$ cat config.mk
export PLATFORM = sky130hd
export DESIGN_NAME = pc_gen_unit
export DESIGN_NICKNAME = d
export VERILOG_FILES = /design/src/rtl/pc_gen_unit.sv
export SDC_FILE = /design/constraint.sdc
export NUM_CORES = 1
export LEC_CHECK = 0
export ABC_AREA = 1
export CELL_PAD_IN_SITES_DETAIL_PLACEMENT = 2
export CELL_PAD_IN_SITES_GLOBAL_PLACEMENT = 2
export CORE_AREA = 2 2 148 150
export DETAILED_ROUTE_END_ITERATION = 7
export DIE_AREA = 0 0 150 152
export PLACE_DENSITY_LB_ADDON = 0.1
export SLEW_MARGIN = 5
export SYNTH_ARGS = -nofsm -noshare
export SYNTH_HDL_FRONTEND = slang
export SYNTH_SLANG_ARGS = --single-unit
$ cat constraint.sdc
create_clock -name i_clk -period 1.94 [get_ports i_clk]
set_input_delay 0.291 -clock i_clk [delete_from_list [all_inputs] [get_ports i_clk]]
set_output_delay 0.291 -clock i_clk [all_outputs]
set_load 0.02 [all_outputs]
$ cat src/rtl/pc_gen_unit.sv
// Program-counter generator for the fetch stage.
// Holds the PC, issues fetch requests over a valid/ready handshake and
// applies prioritised redirects (exception > mret > branch). A redirect that
// arrives while a request is stuck waiting for ready is buffered and applied
// when that request is accepted; the accepted request is then flagged stale.
module pc_gen_unit #(
  parameter int              XLEN         = 32,
  parameter logic [XLEN-1:0] RESET_VECTOR = '0,
  parameter int              INC          = 4,
  parameter int              ALIGN_BITS   = 2,
  parameter int              BOOT_DELAY   = 2
) (
  input  logic            i_clk,
  input  logic            i_rst_n,
  input  logic            i_clk_en,
  input  logic            i_stall,
  input  logic            i_br_taken,
  input  logic [XLEN-1:0] i_br_target,
  input  logic            i_exc,
  input  logic [XLEN-1:0] i_exc_vec,
  input  logic            i_mret,
  input  logic [XLEN-1:0] i_mepc,
  input  logic            i_req_ready,
  output logic            o_req_valid,
  output logic [XLEN-1:0] o_pc,
  output logic [XLEN-1:0] o_pc_plus,
  output logic            o_req_stale,
  output logic            o_redir_pend
);

  localparam int              CNT_W      = (BOOT_DELAY < 2) ? 1 : $clog2(BOOT_DELAY + 1);
  localparam logic [XLEN-1:0] INC_V      = XLEN'(INC);
  localparam logic [XLEN-1:0] ALIGN_MASK = ~((XLEN'(1) << ALIGN_BITS) - XLEN'(1));
  localparam logic [CNT_W-1:0] BOOT_INIT = CNT_W'(BOOT_DELAY);

  typedef enum logic [1:0] {ST_BOOT, ST_IDLE, ST_REQ} state_t;

  localparam state_t RESET_STATE = (BOOT_DELAY == 0) ? ST_IDLE : ST_BOOT;

  state_t           state_reg, state_next;
  logic [XLEN-1:0]  pc_reg, pc_next;
  logic             pend_reg, pend_next;
  logic [XLEN-1:0]  pend_tgt_reg, pend_tgt_next;
  logic             pend_exc_reg, pend_exc_next;
  logic [CNT_W-1:0] boot_cnt_reg, boot_cnt_next;

  logic            redir_strobe;
  logic            redir_now;
  logic            accept;
  logic [XLEN-1:0] redir_target;

  // Redirect source selection with fixed priority, target aligned down.
  always_comb begin
    redir_strobe = i_exc | i_mret | i_br_taken;
    redir_now    = i_clk_en & redir_strobe;
    accept       = (state_reg == ST_REQ) & i_req_ready;
    if (i_exc)
      redir_target = i_exc_vec & ALIGN_MASK;
    else if (i_mret)
      redir_target = i_mepc & ALIGN_MASK;
    else
      redir_target = i_br_target & ALIGN_MASK;
  end

  // State registers; everything holds when the clock enable is low.
  always_ff @(posedge i_clk or negedge i_rst_n) begin
    if (!i_rst_n) begin
      state_reg    <= RESET_STATE;
      pc_reg       <= RESET_VECTOR;
      pend_reg     <= 1'b0;
      pend_tgt_reg <= '0;
      pend_exc_reg <= 1'b0;
      boot_cnt_reg <= BOOT_INIT;
    end else begin
      state_reg    <= state_next;
      pc_reg       <= pc_next;
      pend_reg     <= pend_next;
      pend_tgt_reg <= pend_tgt_next;
      pend_exc_reg <= pend_exc_next;
      boot_cnt_reg <= boot_cnt_next;
    end
  end

  // Next-state logic: boot countdown, idle redirect/launch, request handshake.
  always_comb begin
    state_next    = state_reg;
    pc_next       = pc_reg;
    pend_next     = pend_reg;
    pend_tgt_next = pend_tgt_reg;
    pend_exc_next = pend_exc_reg;
    boot_cnt_next = boot_cnt_reg;
    if (i_clk_en) begin
      case (state_reg)
        ST_BOOT: begin
          // No request is outstanding, so a redirect lands in the PC directly.
          if (redir_strobe)
            pc_next = redir_target;
          if (boot_cnt_reg != '0)
            boot_cnt_next = boot_cnt_reg - CNT_W'(1);
          if (boot_cnt_reg <= CNT_W'(1))
            state_next = ST_IDLE;
        end
        ST_IDLE: begin
          if (redir_strobe)
            pc_next = redir_target;
          if (!i_stall)
            state_next = ST_REQ;
        end
        ST_REQ: begin
          if (accept) begin
            // A same-cycle redirect supersedes anything buffered.
            if (redir_strobe)
              pc_next = redir_target;
            else if (pend_reg)
              pc_next = pend_tgt_reg;
            else
              pc_next = pc_reg + INC_V;
            pend_next  = 1'b0;
            state_next = i_stall ? ST_IDLE : ST_REQ;
          end else if (redir_strobe) begin
            // A buffered exception outranks a later mret or branch.
            if (!(pend_reg && pend_exc_reg && !i_exc)) begin
              pend_tgt_next = redir_target;
              pend_exc_next = i_exc;
            end
            pend_next = 1'b1;
          end
        end
        default: state_next = RESET_STATE;
      endcase
    end
  end

  // Outputs: valid comes only from the state; stale marks a wrong-path accept.
  always_comb begin
    o_req_valid  = (state_reg == ST_REQ);
    o_pc         = pc_reg;
    o_pc_plus    = pc_reg + INC_V;
    o_redir_pend = pend_reg;
    o_req_stale  = (state_reg == ST_REQ) & (pend_reg | redir_now);
  end

endmodule

[Yosys cells after proc, flatten, opt, wreduce, memory -nomap -nowiden]
Cells that the tools add are included.
W data, S select, Z words.
Storage, ports and cells
  logic and storage cells: 50
  register bits after elaboration: 70
  input bits: 104
Cells by class
  $lt $le $gt $ge: 1
  equality and inequality tests: 6
  add/subtract/negate cells: 2
  bitwise operators: 8
  reductions and logical operators: 13
  multiplexer cells: 14
Operator list (number)
  $mux W32: 6
  $pmux W32 S2: 1
  $add A32 B3 Y32 const B: 1
  $mux W2: 4
  $reduce_and A4 Y1: 2
  $pmux W2 S3: 1
  $reduce_and A3 Y1: 2
  $reduce_bool A2 Y1: 3
  $reduce_and A5 Y1: 1
  $ne A2 B1 Y1 const B: 2
  $ne A2 B2 Y1 const B: 2
  $and A1 B1 Y1: 3
  $or A1 B1 Y1: 3
  $eq A2 B1 Y1 const B: 1
  $eq A2 B2 Y1 const B: 1
  $le A2 B1 Y1 const B: 1
  $logic_and A1 B1 Y1: 2
  $logic_not A2 Y1: 1
  $mux W1: 2
  $not A1 Y1: 2
  $reduce_or A2 Y1: 1
  $sub A2 B1 Y2 const B: 1
  $logic_not A1 Y1: 1

[Logic depth before layout (Yosys ltp)]
Gate-level depths: netlist (run 1).
  depth after elaboration: 5
  depth in mapped cells: 12

[Worst setup path before layout (run 1)]
Ideal clock, no wire load.
  path kind: register -> register
  from: reg pc_reg[3], in the netlist o_pc[3]
  to: reg pc_reg[18], in the netlist o_pc[18]
  data required time: 1.875 ns
  arrival time: 1.832 ns
  slack: 0.043 ns
  cell stages (with the launch flop): 11
  path buffers: 0
  path through: dfrtp_1 ha_1 nand2_1 nor2_1 nand2_2 nor2_4 xor2_1 nand2_1 nand2_1 nand2_1 nand2_1
On the way
  word-level cells in the longest chain between the ends: 5
RTL lines
  start: declaration: RTL line 41  | logic [XLEN-1:0] pc_reg, pc_next;
  start signal: assignment: RTL line 76  | pc_reg <= pc_next;
  $add A32 B3 Y32
  net o_pc_plus[18]: RTL line 26  | output logic [XLEN-1:0] o_pc_plus,
  $mux W32: RTL line 114  | else if (pend_reg)
  $mux W32: RTL line 112  | if (redir_strobe)
  $mux W32: RTL line 110  | if (accept) begin
  $pmux W32 S2: RTL line 93  | case (state_reg)
The timed path passes the listed nets, and every way through them passes these cells. The select of a mux whose other input is x is not followed.
A chain may end at the register's enable or synchronous reset.

[Final worst setup path (run 1)]
  from: reg pc_reg[2], in the netlist o_pc[2]
  to: out o_pc_plus[25]
On the way
  word-level cells in the longest chain between the ends: 1
RTL lines
  $add A32 B3 Y32: RTL line 138  | o_pc_plus = pc_reg + INC_V;
  end: declaration: RTL line 26
No other way between the ends.

==> results of run 1 <==
-- metrics by stage --
stage                     std cells  setup WS, ns  utilization, %  cell area (sq um)
after detailed placement       1274       -0.3842           35.15               7505
after CTS                      1303       -0.2113           38.01               8115
after global placement         1274       -0.3150           35.15               7505
after global routing           1317       -0.3450           39.98               8536
after floorplan                 748       0.04330               -               4785
final                          1317       -0.2284           39.98               8536
-- layer usage --
metal	track usage [%]	vias to the layer above	part of all wire (%)
li1	-	2900	-
met1	27.87	2863	46
met2	33.81	125	49
met3	3.724	20	4.1
met4	4.358	0	1.1
met5	0	-	0
-- cells in the final DEF, fill, tap and decap left out, types with 2 or more instances in the layout --
cell type and instances:
xor2_4 7, o21ai_1 18, a21oi_1 27, o21ai_0 27, clkinv_1 8, nor2_2 10, clkdlybuf4s50_1 125, inv_1 33
buf_2 2, xor2_2 4, and2_1 2, inv_2 7, clkbuf_1 2, o211ai_1 3, conb_1 4, nor2_1 50
dlygate4sd2_1 3, dlymetal6s2s_1 2, clkinv_2 2, nand2_4 4, nor2_4 12, nand3b_1 8, clkbuf_16 9, buf_6 43
o21ai_2 6, nand2_2 39, buf_12 5, nand2_1 305, xnor2_4 3, buf_4 131, ha_1 2, nand3_2 6
dfrtp_1 64, o31ai_1 15, nand3_1 31
-- report_power, final --
group / switching, uW / internal, uW / total [uW] / leakage (uW)
clock: 616 / 1020 / 1640 / 0.000142
combinational: 4010 / 3520 / 7520 / 0.00313
sequential: 596 / 2050 / 2640 / 0.000816
total: 5220 / 6580 / 11800 / 0.00408
-- cell type report --
| type | count | area, sq um | area share [%] |
|---|---|---|---|
| sequential | 66 | 1654 | 19.38 |
| clock inverter | 3 | 40.04 | 0.4691 |
| inverter | 49 | 186.4 | 2.184 |
| timing repair buffer | 313 | 2895 | 33.92 |
| clock buffer | 12 | 246.5 | 2.888 |
| multi-input combinational | 594 | 3163 | 37.06 |
| tap | 280 | 350.3 | 4.104 |
-- timing repair --
item | in CTS | in global routing
hold buffers | 1 | 0
pin swaps | 20 | 42
gates resized for setup | 190 | 93
endpoints found under the setup margin | 32 | 41
setup buffers | 13 | 20
hold endpoints to repair | 33 | 0
-- critical path, stage by stage, from the launching register on --
cell	delay [ns]
dfrtp_1	0.42
buf_6	0.14
inv_4	0.04
nor2_4	0.16
nand2_4	0.11
nor2_4	0.25
nand2_1	0.11
nand2_1	0.10
nand2_2	0.08
buf_6	0.14
-- kinds of logic (layout without fill, tap and decap cells) --
group | after synthesis | after routing
and+or+nand+nor | 471 | 471
buffers and inverters | 88 | 377
AOI/OAI and AO/OA | 100 | 100
other | 1 | 4
adders and majority gates | 3 | 3
xor gates and xnor gates | 16 | 16
DFF | 66 | 66
-- worst max-delay path by stage --
stage / startpoint / endpoint / slack, ns / cells past startpoint
after floorplan: o_pc[3]$_DFFE_PN0P_ / o_pc[18]$_DFFE_PN0P_ / 0.04 / 10
after global placement: o_pc[2]$_DFFE_PN0P_ / o_pc_plus[18] / -0.32 / 7
after detailed placement: o_pc[2]$_DFFE_PN0P_ / o_pc_plus[18] / -0.38 / 7
after CTS: o_pc[2]$_DFFE_PN0P_ / o_pc_plus[28] / -0.21 / 9
after global routing: o_pc[3]$_DFFE_PN0P_ / o_pc_plus[25] / -0.34 / 9
final: o_pc[2]$_DFFE_PN0P_ / o_pc_plus[25] / -0.23 / 9
==> results.toml, run 1 <==
[timing]
setup_ws_ns = -0.2284
max_freq_mhz = 461.2
period_share_pct = 111.8
tightest_slew_ns = 0.5554
slew_headroom_pct = 62.92
hold_ws_ns = 0.4810
drv_slew = 0
finalSetupViolations = 26
rsz0062_at_grt = "true"
hold_viol_final = 0
fin_crit_ns = 2.168
fin_tns_setup_ns = -3.813
finClkSkew_ns = 0.007902

[floorplan]
row_count = 54
die_height_um = 152
ios = 171
start_util_pct = 22.36
die-area_sq_mm = 0.02280
coreArea_sq_mm = 0.02135
die_w_um = 150

[job]
max_cap_violations = 0

[critical_path]
rrSetupSlack_ns = -0.02
crit_fanout = 5
path_class = "register to output port"
rr_worst_depth = 14
regToRegEndpoint = "o_pc[25]$_DFFE_PN0P_"
crit_required_ns = 1.65
arrival_ns = 1.88
r2r-start = "o_pc[2]$_DFFE_PN0P_"
cp-start-kind = "register"
end_kind = "output port"

[route]
first_iter_violations = 149
drt_first_pass_iters = 4
drc = 0
drtAntennaViolNets = 0
vias = 5908
drt-wirelength-per-cell_um = 17.77
vias_per_cell = 4.486
wirelength_mm = 23.41

[synth]
synth-edff-count = 0
yosys-top-cells-count = "342 x nand2_1, 65 x dfrtp_1, 63 x nor2_1"
synth.most_common_cell = "nand2_1"
synthXorXnorAreaFrac_pct = 3.093
synth_cell_types = 38
avgSynthCellArea_sq_um = 6.407
ys_seq_area_share_pct = 34.63
netlist_instances = 745
ys_seq_elements = 66
yosysTopAreaCell = "dfrtp_1"
ys_warn_count = 0
yosys.area_share.simple_pct = 40.87
synthMuxAreaShare_pct = 0
ys.flop_type = "dfrtp_1"
synth_top_family_by_area = "simple AND/OR/NAND/NOR gates"
synth_top_area_share_pct = 34.08
synthAdderAreaFrac_pct = 0.7864
synth-async-reset-ratio_pct = 100.0
synth_area_leaders = "dfrtp_1 34%, nand2_1 27%, nor2_1 5.0%, nand3_1 3.8%, o21ai_0 2.9%"
synth-compound-area-share_pct = 12.24
synth_area_sq_mm = 0.004773

[power_and_ir_drop]
power.leakage_uw = 0.004085
p_per_area_mw_per_mm2 = 1383
ir_worst_vdd_uv = 435.5
total_power_uw = 11800

[placement]
gp_congestion = 0.7787
dp_hpwl_mm = 17.20
port_buffers = 160

[min_path]
min_path_type = "register to register"
hold_depth = 2
hold_start = "pend_tgt_reg[3]$_DFFE_PN0P_"
hold_end = "pend_tgt_reg[3]$_DFFE_PN0P_"

[layout]
area_growth_syn_to_layout_pct = 78.82
fillers = 2499
antenna_cells = 0
final_nets = 1140
drive_gt1_share_pct = 29.22

[global_route]
grt_pass1_wl_mm = 36.52
grt_overflow = 0
antenna_found_initial = 0
grt_max_degree = 67
grt_pass1_vias = 6604
grt_usage_pct = 20.47

[clock_network]
clk_pin_slew_ns = 0.06
root_buffer = "clkbuf_16"
clock_path_buffers = 2
clock_latency_ns = 0.34
cts_sinks = 66
cts_made_buffers = 9
htree_levels = 3
tritoncts = "built"

[status]
violations = "negative setup slack"
status = "complete, but fails checks"
No activity file was read; power rests on OpenSTA's default activity.
==> run 2, diff against run 1 <==
--- a/config.mk
+++ b/config.mk
@@ -7,4 +7,5 @@
 export LEC_CHECK = 0
 export ABC_AREA = 1
+export ABC_CLOCK_PERIOD_IN_PS = 1940
 export CELL_PAD_IN_SITES_DETAIL_PLACEMENT = 2
 export CELL_PAD_IN_SITES_GLOBAL_PLACEMENT = 2
==> constraint.sdc (replaced) <==
create_clock -name i_clk -period 1.94 [get_ports i_clk]
set_input_delay 0.388 -clock i_clk [delete_from_list [all_inputs] [get_ports i_clk]]
set_output_delay 0.388 -clock i_clk [all_outputs]
set_load 0.02 [all_outputs]
==> run 2 against run 1 <==
Against the previous run:
- flip-flop and latch count stayed put
- clock skew up 0.0053 ns
- clock-buffer cell count unchanged
- final area is 3.0% higher
- power rose by 4.6%
- register-to-register slack lost 0.11 ns
- the run still ends with negative setup slack left
- non-clock buffer count grew 21
- sequential power rose by 3%
- largest cell class unchanged
- critical path depth is 1 higher
==> results.toml, run 2 (synthesis gave the netlist of run 1 again) <==
[status]
status = "complete, but fails checks"
violations = "negative setup slack"

[timing]
tightest_slew_ns = 0.5005
finClkSkew_ns = 0.01318
fin_crit_ns = 2.356
setup_ws_ns = -0.4159
rsz0062_at_grt = "true"
slew_headroom_pct = 66.63
period_share_pct = 121.4
drv_slew = 0
max_freq_mhz = 424.5
finalSetupViolations = 35
fin_tns_setup_ns = -8.138
hold_viol_final = 0

[critical_path]
r2r-start = "o_pc[3]$_DFFE_PN0P_"
crit_path_start = "o_pc[3]$_DFFE_PN0P_"
regToRegEndpoint = "o_pc[16]$_DFFE_PN0P_"
cp-start-kind = "register"
arrival_ns = 1.97
crit_fanout = 3
slowest_delay_ns = 0.44
crit_chain = "buf_6, nand2_4, nor2_4, buf_4, buf_6, buf_6, buf_6, buf_6, xor2_4, buf_6"
cp_top_family = "buffers and inverters"
path_class = "register to output port"
cp_slowest_cell = "dfrtp_1"
cp_common_cell = "buf_6"
rr_worst_depth = 14
rrSetupSlack_ns = -0.13
crit_required_ns = 1.55
crit_buf_inv = 7
end_kind = "output port"

[floorplan]
ios = 171
start_util_pct = 22.36
die_height_um = 152
die-area_sq_mm = 0.02280
row_count = 54
die_w_um = 150
coreArea_sq_mm = 0.02135

[layout]
mostFrequentLayoutCell = "nand2_1"
area_growth_syn_to_layout_pct = 84.14
layout_common_cells = "293 x nand2_1, 152 x buf_4, 114 x clkdlybuf4s50_1"
antenna_cells = 0
final_nets = 1161
drive_gt1_share_pct = 33.55
stdcell_area_sq_mm = 0.008790
final_cells = 1338
fillers = 2463

[min_path]
min_path_type = "primary input to asynchronous set/reset pin"

[clock_network]
postCtsHoldBufs = 0
cts_sinks = 66
clk_pin_slew_ns = 0.06
root_buffer = "clkbuf_16"
clock_latency_ns = 0.34
cts_made_buffers = 9
clock_path_buffers = 2
tritoncts = "built"
htree_levels = 3

[global_route]
grt_pass1_vias = 6746
antenna_found_initial = 0
grt_overflow = 0
grt_max_degree = 42
grt_usage_pct = 21.09
grt_pass1_wl_mm = 37.78

[power_and_ir_drop]
pwr-share-clk_pct = 12.6
internal_power_uw = 6792
power.leakage_uw = 0.004320
p_per_area_mw_per_mm2 = 1405
total_power_uw = 12350
ir_worst_vdd_uv = 470.5
swShare_pct = 45.00
seqPwrFrac_pct = 22.1
power_switching_uw = 5557
comb_power_share_pct = 65.3

[placement]
dpl.cell_count = 1284
placed_area_sq_mm = 0.007612
dp_hpwl_mm = 17.78
gp_congestion = 0.8139
port_buffers = 160

[route]
wirelength_mm = 25.08
drtAntennaViolNets = 0
vias = 6100
vias_per_cell = 4.559
drt-wirelength-per-cell_um = 18.74
drc = 0
first_iter_violations = 204
drt_first_pass_iters = 4

[job]
max_cap_violations = 0
==> run 2: cell types whose count changed in the layout (fill, tap and decap cells not counted), moves of 7 or more <==
cell             previous run  this run
nand2_2                    39        48
clkdlybuf4s50_1           125       114
nand2_1                   305       293
dlymetal6s2s_1              2         9
buf_4                     131       152
==> run 2: cell type report <==
type,instances,area [sq um],area share [%]
Clock buffer,12,256.5,2.918
Clock inverter,3,15.01,0.1708
Inverter,49,186.4,2.121
Multi-Input combinational cell,594,3229,36.74
Sequential cell,66,1659,18.88
Tap cell,280,350.3,3.986
Timing Repair Buffer,334,3093,35.19
==> run 2: timing repair <==
| item | in CTS | in global routing |
|---|---|---|
| pin swaps | 32 | 45 |
| setup buffers | 21 | 24 |
| endpoints found under the setup margin | 34 | 70 |
| gates resized for setup | 227 | 95 |
==> run 2: per-stage QoR <==
step	setup WS, ns	util, %	hold WS (ns)
after detailed placement	-0.4332	35.65	0.3690
final	-0.4159	41.17	0.009653
after CTS	-0.2805	39.04	0.009095
after floorplan	0.02795	-	0.09241
after global routing	-0.4729	41.17	0.01459
after global placement	-0.4116	35.65	0.3579
==> run 2: how the worst max path moves through the flow <==
stage,to,slack [ns],depth (start not counted)
after floorplan,o_pc_plus[12],0.03,5
after global placement,o_pc_plus[22],-0.41,8
after detailed placement,o_pc_plus[22],-0.43,8
after CTS,o_pc_plus[21],-0.28,8
after global routing,o_pc_plus[5],-0.47,10
final,o_pc_plus[5],-0.42,10
==> run 2: routing by layer <==
metal  vias up  part of all wire, %  track usage, %
met1      2959                   45           29.28
met5         -                    0               0
li1       2941                    -               -
met2       160                   48           34.62
met4         0                  2.6           4.582
met3        40                  4.1           3.153
==> run 2: power by group through the flow <==
stage / Combinational [uW] / Clock, uW / Sequential, uW
6_report: 8060 / 1560 / 2730
5_1_grt: 8680 / 1650 / 2810
4_1_cts: 7320 / 1580 / 2630
3_5_place_dp: 6700 / 0 / 2630
3_3_place_gp: 6500 / 0 / 2570
2_1_floorplan: 2440 / 0 / 3000
==> run 3, diff against run 2 <==
--- a/config.mk
+++ b/config.mk
@@ -13,4 +13,5 @@
 export DETAILED_ROUTE_END_ITERATION = 7
 export DIE_AREA = 0 0 150 152
+export GPL_ROUTABILITY_DRIVEN = 0
 export PLACE_DENSITY_LB_ADDON = 0.1
 export SLEW_MARGIN = 5
==> constraint.sdc (replaced) <==
create_clock -name i_clk -period 1.94 [get_ports i_clk]
set_input_delay 0.388 -clock i_clk [delete_from_list [all_inputs] [get_ports i_clk]]
set_output_delay 0.388 -clock i_clk [all_outputs]
set_load 0.005 [all_outputs]
==> run 3 against run 2 <==
Against the previous run:
- the flow still finishes with violations (negative setup slack)
- critical path depth decreased by 2
- via count increased by 2.0%
- worst hold slack improved by 0.023 ns
- critical path type unchanged
- largest cell class unchanged
==> results.toml, run 3 (synthesis gave the netlist of run 1 again) <==
[critical_path]
r2r-start = "o_pc[3]$_DFFE_PN0P_"
crit_fanout = 3
cp-start-kind = "register"
regToRegEndpoint = "o_pc[17]$_DFFE_PN0P_"
end_kind = "output port"
rrSetupSlack_ns = -0.20
crit_path_start = "o_pc[3]$_DFFE_PN0P_"
arrival_ns = 1.97
path_class = "register to output port"
crit_required_ns = 1.55
rr_worst_depth = 14

[timing]
hold_viol_final = 0
max_freq_mhz = 423.6
slew_headroom_pct = 56.74
drv_slew = 0
tightest_slew_ns = 0.6488
period_share_pct = 121.7
finalSetupViolations = 36
rsz0062_at_grt = "true"
finClkSkew_ns = 0.01123
setup_ws_ns = -0.4209
fin_crit_ns = 2.361

[layout]
final_nets = 1175
multi_input_area_sq_mm = 0.003413
final_cells = 1353
antenna_cells = 0
layout_common_cells = "267 x nand2_1, 140 x buf_4, 120 x clkdlybuf4s50_1"
seq_area_sq_mm = 0.001659
mostFrequentLayoutCell = "nand2_1"
area_growth_syn_to_layout_pct = 89.12
fin_util_pct = 42.28
stdcell_area_sq_mm = 0.009027
fillers = 2453
drive_gt1_share_pct = 36.81

[power_and_ir_drop]
ir_worst_vdd_uv = 338.2
total_power_uw = 11420
p_per_area_mw_per_mm2 = 1265
power.leakage_uw = 0.004467

[route]
drtAntennaViolNets = 0
drt_first_pass_iters = 4
first_iter_violations = 253
vias = 6225
drc = 0
drt-wirelength-per-cell_um = 19.10
vias_per_cell = 4.601
wirelength_mm = 25.84

[clock_network]
cts_sinks = 66
tritoncts = "built"
clk_pin_slew_ns = 0.07
clock_latency_ns = 0.34
htree_levels = 3
postCtsHoldBufs = 0
clock_path_buffers = 2
cts_made_buffers = 9
root_buffer = "clkbuf_16"

[floorplan]
ios = 171
die_w_um = 150
coreArea_sq_mm = 0.02135
die-area_sq_mm = 0.02280
row_count = 54
die_height_um = 152
start_util_pct = 22.36

[min_path]
min_path_type = "primary input to asynchronous set/reset pin"

[global_route]
grt_overflow = 0
grt_max_degree = 67
antenna_found_initial = 0
grt_pass1_vias = 6805
grt_usage_pct = 21.31
grt_pass1_wl_mm = 38.03

[status]
status = "complete, but fails checks"
violations = "negative setup slack"

[job]
max_cap_violations = 0

[placement]
dp_hpwl_mm = 17.09
dpl.cell_count = 1278
placed_area_sq_mm = 0.007537
port_buffers = 160
==> run 3: how the worst max path moves through the flow <==
stage                          to  slack (ns)  depth (start not counted)
floorplan           o_pc_plus[18]        0.29                          6
global placement    o_pc_plus[24]       -0.32                          8
detailed placement  o_pc_plus[16]       -0.41                          7
CTS                 o_pc_plus[22]       -0.35                         11
global route        o_pc_plus[25]       -0.51                          9
finish              o_pc_plus[17]       -0.42                          8
==> run 3: stage by stage <==
step	setup WS [ns]	hold slack [ns]	TNS [ns]
final	-0.4209	0.03251	-9.068
after global routing	-0.5124	0.07453	-12.80
after CTS	-0.3474	0.07618	-6.406
after detailed placement	-0.4110	0.4444	-15.03
after global placement	-0.3152	0.4508	-10.69
after floorplan	0.2936	0.09241	0
==> run 3: repair_timing <==
item,4_1_cts,5_1_grt
pin swaps,50,68
resized for setup,211,135
buffers inserted,52,26
cloned,0,0
endpoints found under the setup margin,35,53
==> run 3: critical path, cell delays in order (launching register included) <==
cell and delay (ns):
dfrtp_1 0.43, buf_6 0.14, nand2_2 0.06, nor2_4 0.17, nand2_4 0.11, nor2_4 0.23, buf_6 0.15, xor2_4 0.18
buf_2 0.15
==> run 3: area by class of cell <==
type | instances | share of cell area (%)
Multi-Input combinational cell | 594 | 37.81
Timing Repair Buffer | 348 | 34.86
Sequential cell | 66 | 18.38
Tap cell | 280 | 3.881
Clock buffer | 10 | 2.647
Inverter | 49 | 2.065
Clock inverter | 6 | 0.3604
==> run 3: metal layers <==
layer	track usage (%)	wire length (um)	vias to the layer above
met5	0	0	-
met4	4.852	665	0
met3	3.604	1023	41
met2	35.79	12480	158
met1	28.53	11680	3056
li1	-	-	2970
==> run 3: where the power goes <==
group	internal, uW	switching, uW	total (uW)	leakage, uW
clock	889	662	1550	0.000138
combinational	3560	3580	7140	0.00352
sequential	2050	671	2730	0.000812
